**src/rtl/sysid_regs.sv**
```systemverilog
`default_nettype none
// ---------------------------------------------------------------------------
// sysid_regs : build-identity, cycle/uptime counters and scratch on Avalon-MM
// Revision   : 1.0
// ---------------------------------------------------------------------------
module sysid_regs #(
  parameter logic [31:0] SYS_ID   = 32'h0000_0000,
  parameter logic [31:0] BUILD_TS = 32'd0,
  parameter logic [31:0] VERSION  = 32'h0001_0000,
  parameter int unsigned CLK_HZ   = 50_000_000,
  parameter int unsigned ADDR_W   = 3
) (
  input  logic              clock,
  input  logic              reset_n,
  input  logic [ADDR_W-1:0] address,
  input  logic              read,
  input  logic              write,
  input  logic [31:0]       writedata,
  output logic [31:0]       readdata,
  output logic              readdatavalid
);

  localparam int unsigned      PSC_W   = (CLK_HZ > 1) ? $clog2(CLK_HZ) : 1;
  localparam logic [PSC_W-1:0] PSC_MAX = PSC_W'(CLK_HZ - 1);
  localparam logic [31:0]      CLK_FREQ_WORD = 32'(CLK_HZ);

  localparam logic [2:0] A_ID       = 3'd0;
  localparam logic [2:0] A_TS       = 3'd1;
  localparam logic [2:0] A_VERSION  = 3'd2;
  localparam logic [2:0] A_CLK_FREQ = 3'd3;
  localparam logic [2:0] A_UPTIME   = 3'd4;
  localparam logic [2:0] A_CYC_LO   = 3'd5;
  localparam logic [2:0] A_CYC_HI   = 3'd6;
  localparam logic [2:0] A_SCRATCH  = 3'd7;

  logic [63:0]      cycle_q,   cycle_d;
  logic [31:0]      shadow_q,  shadow_d;
  logic [PSC_W-1:0] presc_q,   presc_d;
  logic [31:0]      uptime_q,  uptime_d;
  logic [31:0]      scratch_q, scratch_d;
  logic [31:0]      readdata_q, readdata_d;
  logic             rvalid_q,  rvalid_d;

  logic       in_map;
  logic [2:0] reg_sel;
  logic [31:0] rd_mux;

  assign reg_sel = address[2:0];

  // Upper address bits only exist when the window is wider than the map.
  generate
    if (ADDR_W > 3) begin : g_hi_decode
      assign in_map = ~|address[ADDR_W-1:3];
    end else begin : g_no_hi_decode
      assign in_map = 1'b1;
    end
  endgenerate

  always_comb begin
    rd_mux = 32'd0;
    if (in_map) begin
      case (reg_sel)
        A_ID:       rd_mux = SYS_ID;
        A_TS:       rd_mux = BUILD_TS;
        A_VERSION:  rd_mux = VERSION;
        A_CLK_FREQ: rd_mux = CLK_FREQ_WORD;
        A_UPTIME:   rd_mux = uptime_q;
        A_CYC_LO:   rd_mux = cycle_q[31:0];
        A_CYC_HI:   rd_mux = shadow_q;
        A_SCRATCH:  rd_mux = scratch_q;
        default:    rd_mux = 32'd0;
      endcase
    end
  end

  always_comb begin
    cycle_d    = cycle_q + 64'd1;
    shadow_d   = shadow_q;
    presc_d    = presc_q + PSC_W'(1);
    uptime_d   = uptime_q;
    scratch_d  = scratch_q;
    readdata_d = readdata_q;
    rvalid_d   = read;

    if (presc_q == PSC_MAX) begin
      presc_d  = '0;
      uptime_d = uptime_q + 32'd1;
    end

    if (write && in_map && (reg_sel == A_SCRATCH)) begin
      scratch_d = writedata;
    end

    if (read) begin
      readdata_d = rd_mux;
      // Latch the high word from the same pre-edge count as the low word.
      if (in_map && (reg_sel == A_CYC_LO)) begin
        shadow_d = cycle_q[63:32];
      end
    end
  end

  always_ff @(posedge clock or negedge reset_n) begin
    if (!reset_n) begin
      cycle_q    <= 64'd0;
      shadow_q   <= 32'd0;
      presc_q    <= '0;
      uptime_q   <= 32'd0;
      scratch_q  <= 32'd0;
      readdata_q <= 32'd0;
      rvalid_q   <= 1'b0;
    end else begin
      cycle_q    <= cycle_d;
      shadow_q   <= shadow_d;
      presc_q    <= presc_d;
      uptime_q   <= uptime_d;
      scratch_q  <= scratch_d;
      readdata_q <= readdata_d;
      rvalid_q   <= rvalid_d;
    end
  end

  assign readdata      = readdata_q;
  assign readdatavalid = rvalid_q;

endmodule
`default_nettype wire
```
**config.mk**
```make
export PLATFORM = sky130hd
export DESIGN_NAME = sysid_regs
export DESIGN_NICKNAME = d
export VERILOG_FILES = /design/src/rtl/sysid_regs.sv
export SDC_FILE = /design/constraint.sdc
export NUM_CORES = 1
export LEC_CHECK = 0
export CAP_MARGIN = 40
export CORE_ASPECT_RATIO = 2
export CORE_UTILIZATION = 59
export CTS_CLUSTER_DIAMETER = 40
export CTS_CLUSTER_SIZE = 16
export DETAILED_ROUTE_END_ITERATION = 10
export PLACE_DENSITY = 0.8
export SYNTH_ARGS = -nofsm -noshare
export SYNTH_HDL_FRONTEND = slang
export SYNTH_SLANG_ARGS = --single-unit
```
**constraint.sdc**
```tcl
create_clock -name clock -period 3.01 [get_ports clock]
set_clock_uncertainty 0.05 [all_clocks]
set_input_delay 0.903 -clock clock [delete_from_list [all_inputs] [get_ports clock]]
set_output_delay 0.903 -clock clock [all_outputs]
set_load 0.01 [all_outputs]
```
-- Yosys cells after proc, flatten, opt, wreduce, memory -nomap -nowiden
Cells that the tools add are included.
- input port bits: 39
- bits in registers: 219
- output and inout port bits: 33
- word-level logic and storage cells: 24
- equal/unequal tests: 8
- reductions and logical operators: 4
- $add $sub $neg: 3
- mux-type cells: 2
- operators with widths (kind ; number):
    $pmux W32 S7 ; 1
    $add A64 B1 Y64 const B ; 1
    $add A32 B1 Y32 const B ; 1
    $add A26 B1 Y26 const B ; 1
    $eq A26 B26 Y1 const B ; 1
    $mux W26 ; 1
    $eq A3 B3 Y1 const B ; 4
    $eq A3 B2 Y1 const B ; 2
    $eq A3 B1 Y1 const B ; 1
    $logic_not A3 Y1 ; 1
    $reduce_and A2 Y1 ; 1
    $reduce_or A2 Y1 ; 1
    $logic_and A1 B1 Y1 ; 1

-- Longest topological paths before layout
- depth in word-level cells: 3
- gate-level depth with buffers: 8
- gate-level depth less buffers: 6

-- Worst setup path after synthesis
OpenSTA, ideal clock, no wires.
- path type: input -> register
- from: in address[0]
- to: reg readdata_q[28] (netlist: readdata[28])
- cell stages on the path: 6
- data arrival time: 2.471 ns
- path buffers: 3
- slack: 0.355 ns
- data required time: 2.826 ns
- library setup time: 0.134 ns
- cells stage by stage: clkbuf_1 -> buf_1 -> clkbuf_1 -> mux4_2 -> nand3_1 -> o21ai_0
- longest elaborated chain between the ends: 3
- elaborated cells between the ends (all ways): 10
- those cells by class: 7 x eq/ne; 1 x mux; 2 x reduce/logical
- ends and longest elaborated chain (item ; line ; text):
    start: declaration ; 15 ; input logic [ADDR_W-1:0] address,
    $eq A3 B1 Y1 or $logic_not A3 Y1 (tied branches) ; 62 ; case (reg_sel)
    $reduce_or A2 Y1 (no line) ; n/a ;
    $pmux W32 S7 (*) ; 62 ;
    end signal: assignment ; 118 ; readdata_q <= readdata_d;
    end: declaration ; 41 ; logic [31:0] readdata_q, readdata_d;
Mark *: on every way between the ends. The rest lies on a longest branch, timed or not.
A chain may end at the register's enable or synchronous reset.

-- Final worst setup path
- from: reg presc_q[11]
- to: reg uptime_q[1]
- longest elaborated chain between the ends: 1
- ends and longest elaborated chain (item ; line ; text):
    start: declaration ; 38 ; logic [PSC_W-1:0] presc_q, presc_d;
    start signal: assignment ; 115 ; presc_q <= presc_d;
    $eq A26 B26 Y1 ; 85 ; if (presc_q == PSC_MAX) begin
    end signal: assignment ; 116 ; uptime_q <= uptime_d;
    end: declaration ; 39 ; logic [31:0] uptime_q, uptime_d;
Every way passes these cells.

==> impl_metrics.py <==
metrics = {
    "status": {
        "status": "complete, no violations",
    },
    "global_routing": {
        "grt-ovfl-total": 0,
        "grt_first_pass_wirelength_um": 38800,
        "grt_use_total": 0.288,
        "grt_pass1_vias": 7502,
        "antenna_found_initial": 0,
        "grt_max_degree": 83,
    },
    "pwr": {
        "seqPwrFrac": 0.539,
        "ir_drop_mv": 0.600,
        "clockPowerShare": 0.380,
        "pwr_density_cell_nw_per_um2": 500,
        "p_comb_frac": 0.080,
        "power_w": 0.00585,
        "p_int_w": 0.00451,
        "sw_frac_of_total": 0.229,
        "p_leak_nw": 5.27,
        "net-switching-power_w": 0.00134,
    },
    "setup_path": {
        "crit_fanout": 12,
        "path_class": "register to register",
        "reg2reg_depth": 5,
        "critPathArrivalTime_ns": 2.83,
        "cp_data_required_time_ns": 3.33,
        "worstSetupEndpointType": "register",
        "worstSetupStartpointType": "register",
    },
    "clocking": {
        "cts_root_buf": "clkbuf_16",
        "clkTransAtPathRegs_ns": 0.07,
        "cts_tree": "done",
        "cts_hold_buffers": 0,
        "cts_sinks": 219,
        "cts-buffers-inserted": 18,
        "cts_post_setup_buffers_inserted": 0,
        "insertion_delay_ns": 0.49,
        "cts_resized": 0,
        "htree_levels": 1,
        "cts_max_path_buffers": 3,
    },
    "timing": {
        "setup_tns_ns": 0,
        "worst_slew_pin_slew_ns": 0.652,
        "fmax_mhz": 397,
        "period_needed_ns": 2.52,
        "finalHoldViolCount": 0,
        "finalHoldWorstSlack_ns": 0.354,
        "rsz0062_at_grt": "false",
        "drv_slew": 0,
        "finalCritPeriodShare": 0.836,
        "setup_violations": 0,
        "relSlewSlack": 0.564,
        "postLayoutSetupSlackWorst_ns": 0.493,
    },
    "placement": {
        "dpl-instance-area_um2": 11200,
        "dpl.hpwl_um": 17400,
        "routabilityCongestion": 0.846,
        "io_buffers": 71,
        "place_ws_ns": 0.335,
    },
    "die": {
        "dieArea_um2": 17600,
        "die_y_um": 187,
        "die_w_um": 94.4,
        "start_util": 0.603,
        "ioPinCount": 72,
        "rows": 67,
        "core_um2": 16700,
    },
    "logic_synthesis": {
        "synth_edf_count": 0,
        "synth.avg_cell_area_um2": 11.1,
        "synth_seq_cells": 219,
        "synthDistinctLibCells": 38,
        "ys_top_cells_by_area": "dfrtp_1 54%, mux2_2 7.2%, xor2_1 5.2%, xnor2_1 4.9%, mux4_2 4.3%",
        "synth.most_common_cell": "dfrtp_1",
        "synthCells": 907,
        "synthesis.area_um2": 10100,
        "yosysSeqAreaShare": 0.544,
        "yosys-top-cells-count": "219 x dfrtp_1, 79 x nor2_1, 64 x mux2_2, 64 x nand3_1, 61 x nand2_1",
        "synth_warnings": 0,
        "async_reset_ff_frac": 1.00,
        "synth_top_area_cell": "dfrtp_1",
        "synth_flop_cell": "dfrtp_1",
        "synth_top_area_frac": 0.544,
        "synth_nets": 949,
    },
    "job": {
        "max-cap-violations": 0,
    },
    "routing": {
        "postRouteAntennaNets": 0,
        "wl_per_cell_um": 20.1,
        "num_vias": 7308,
        "vias_per_cell": 6.08,
        "route.detailed.drc": 0,
        "finalWirelength_um": 24200,
        "drtIter0Drc": 434,
        "dr.pass1.iters": 6,
    },
    "cells_and_area": {
        "drive_above_1_share": 0.146,
        "diodes": 0,
        "syn2layout_area_growth_pct": 16.1,
        "fin_area_um2": 11700,
        "fin_nets": 1032,
    },
    "min_path": {
        "min_path_type": "primary input to asynchronous set/reset pin",
    },
}
## through the flow
stage	utilization	cells
6_report	0.701	1202
2_1_floorplan	-	907
3_3_place_gp	0.669	1177
3_5_place_dp	0.669	1177
5_1_grt	0.701	1202
4_1_cts	0.701	1202
## path summary, 6_finish.rpt
kind                               from           end  slack [ns]
setup / recovery            presc_q[11]   uptime_q[1]        0.49
hold / removal                  reset_n   readdata[3]        0.35
setup reg to reg            presc_q[11]   uptime_q[1]        0.49
hold reg to reg            shadow_q[19]  shadow_q[19]        0.43
max in group asynchronous       reset_n   cycle_q[49]        1.75
min in group clock         shadow_q[19]  shadow_q[19]        0.43
## flip-flops by register name (all words and copies together) (netlist names)
name           flops
cycle_q           64
readdata          32
shadow_q          32
presc_q           26
scratch_q         32
readdatavalid      1
uptime_q          32
## layout by cell type (no fill, tap or decap), types with 4 or more instances in the layout
master           Yosys  layout
a21oi_1             25      25
a22oi_1             14      14
and2_1               4       4
and3_1              12      12
and4_1              12      12
buf_12               0       4
buf_4                0      27
clkbuf_16            0      19
clkdlybuf4s50_1      0      67
dfrtp_1            219     219
inv_1               40      40
mux2_2              64      64
mux4_2              19      19
nand2_1             61      61
nand3_1             64      64
nand4_1             26      26
nor2_1              79      79
nor2b_1              4       4
nor3_1              33      33
nor4_1              17      17
o21ai_0             32      32
or3_1                6       6
xnor2_1             56      56
xor2_1              60      60
## metal layers
layer | vias to the layer above | GRT usage | share of wire | routed length, um
met5 | - | 0 | 0 | 0
met1 | 3677 | 0.332 | 0.36 | 8800
met4 | 0 | 0.167 | 0.061 | 1480
met2 | 228 | 0.505 | 0.53 | 12900
li1 | 3316 | - | - | -
met3 | 87 | 0.0314 | 0.041 | 990
## final cells by class
cell class	count	area (um2)
fillers	1226	5000
flip-flops and latches	219	5480
multi-input cells	607	4270
clock inverters	2	21.3
inverters	42	158
repair buffers	102	983
well taps	207	259
clock buffers	23	510
## worst max-delay path: stages (launching register included)
cell and delay, ns:
dfrtp_1 0.41, or4_1 0.56, nor4_2 0.28, buf_4 0.21, and4_1 0.51, mux2_1 0.37
## power groups by stage
stage          registers (W)  logic (W)  clock network, W
4_1_cts              0.00315   0.000476           0.00225
5_1_grt              0.00316   0.000516           0.00235
6_report             0.00315   0.000471           0.00222
2_1_floorplan        0.00319   0.000223                 0
3_5_place_dp         0.00321   0.000473                 0
3_3_place_gp         0.00320   0.000461                 0
## cell families after synthesis
group / share of synthesized area
fa+ha+maj: 0.00373
xor+xnor: 0.101
simple gates: 0.163
buf+inv: 0.0311
mux: 0.116
compound gates: 0.0406
flops: 0.544
No activity file was read; power rests on OpenSTA's default activity.
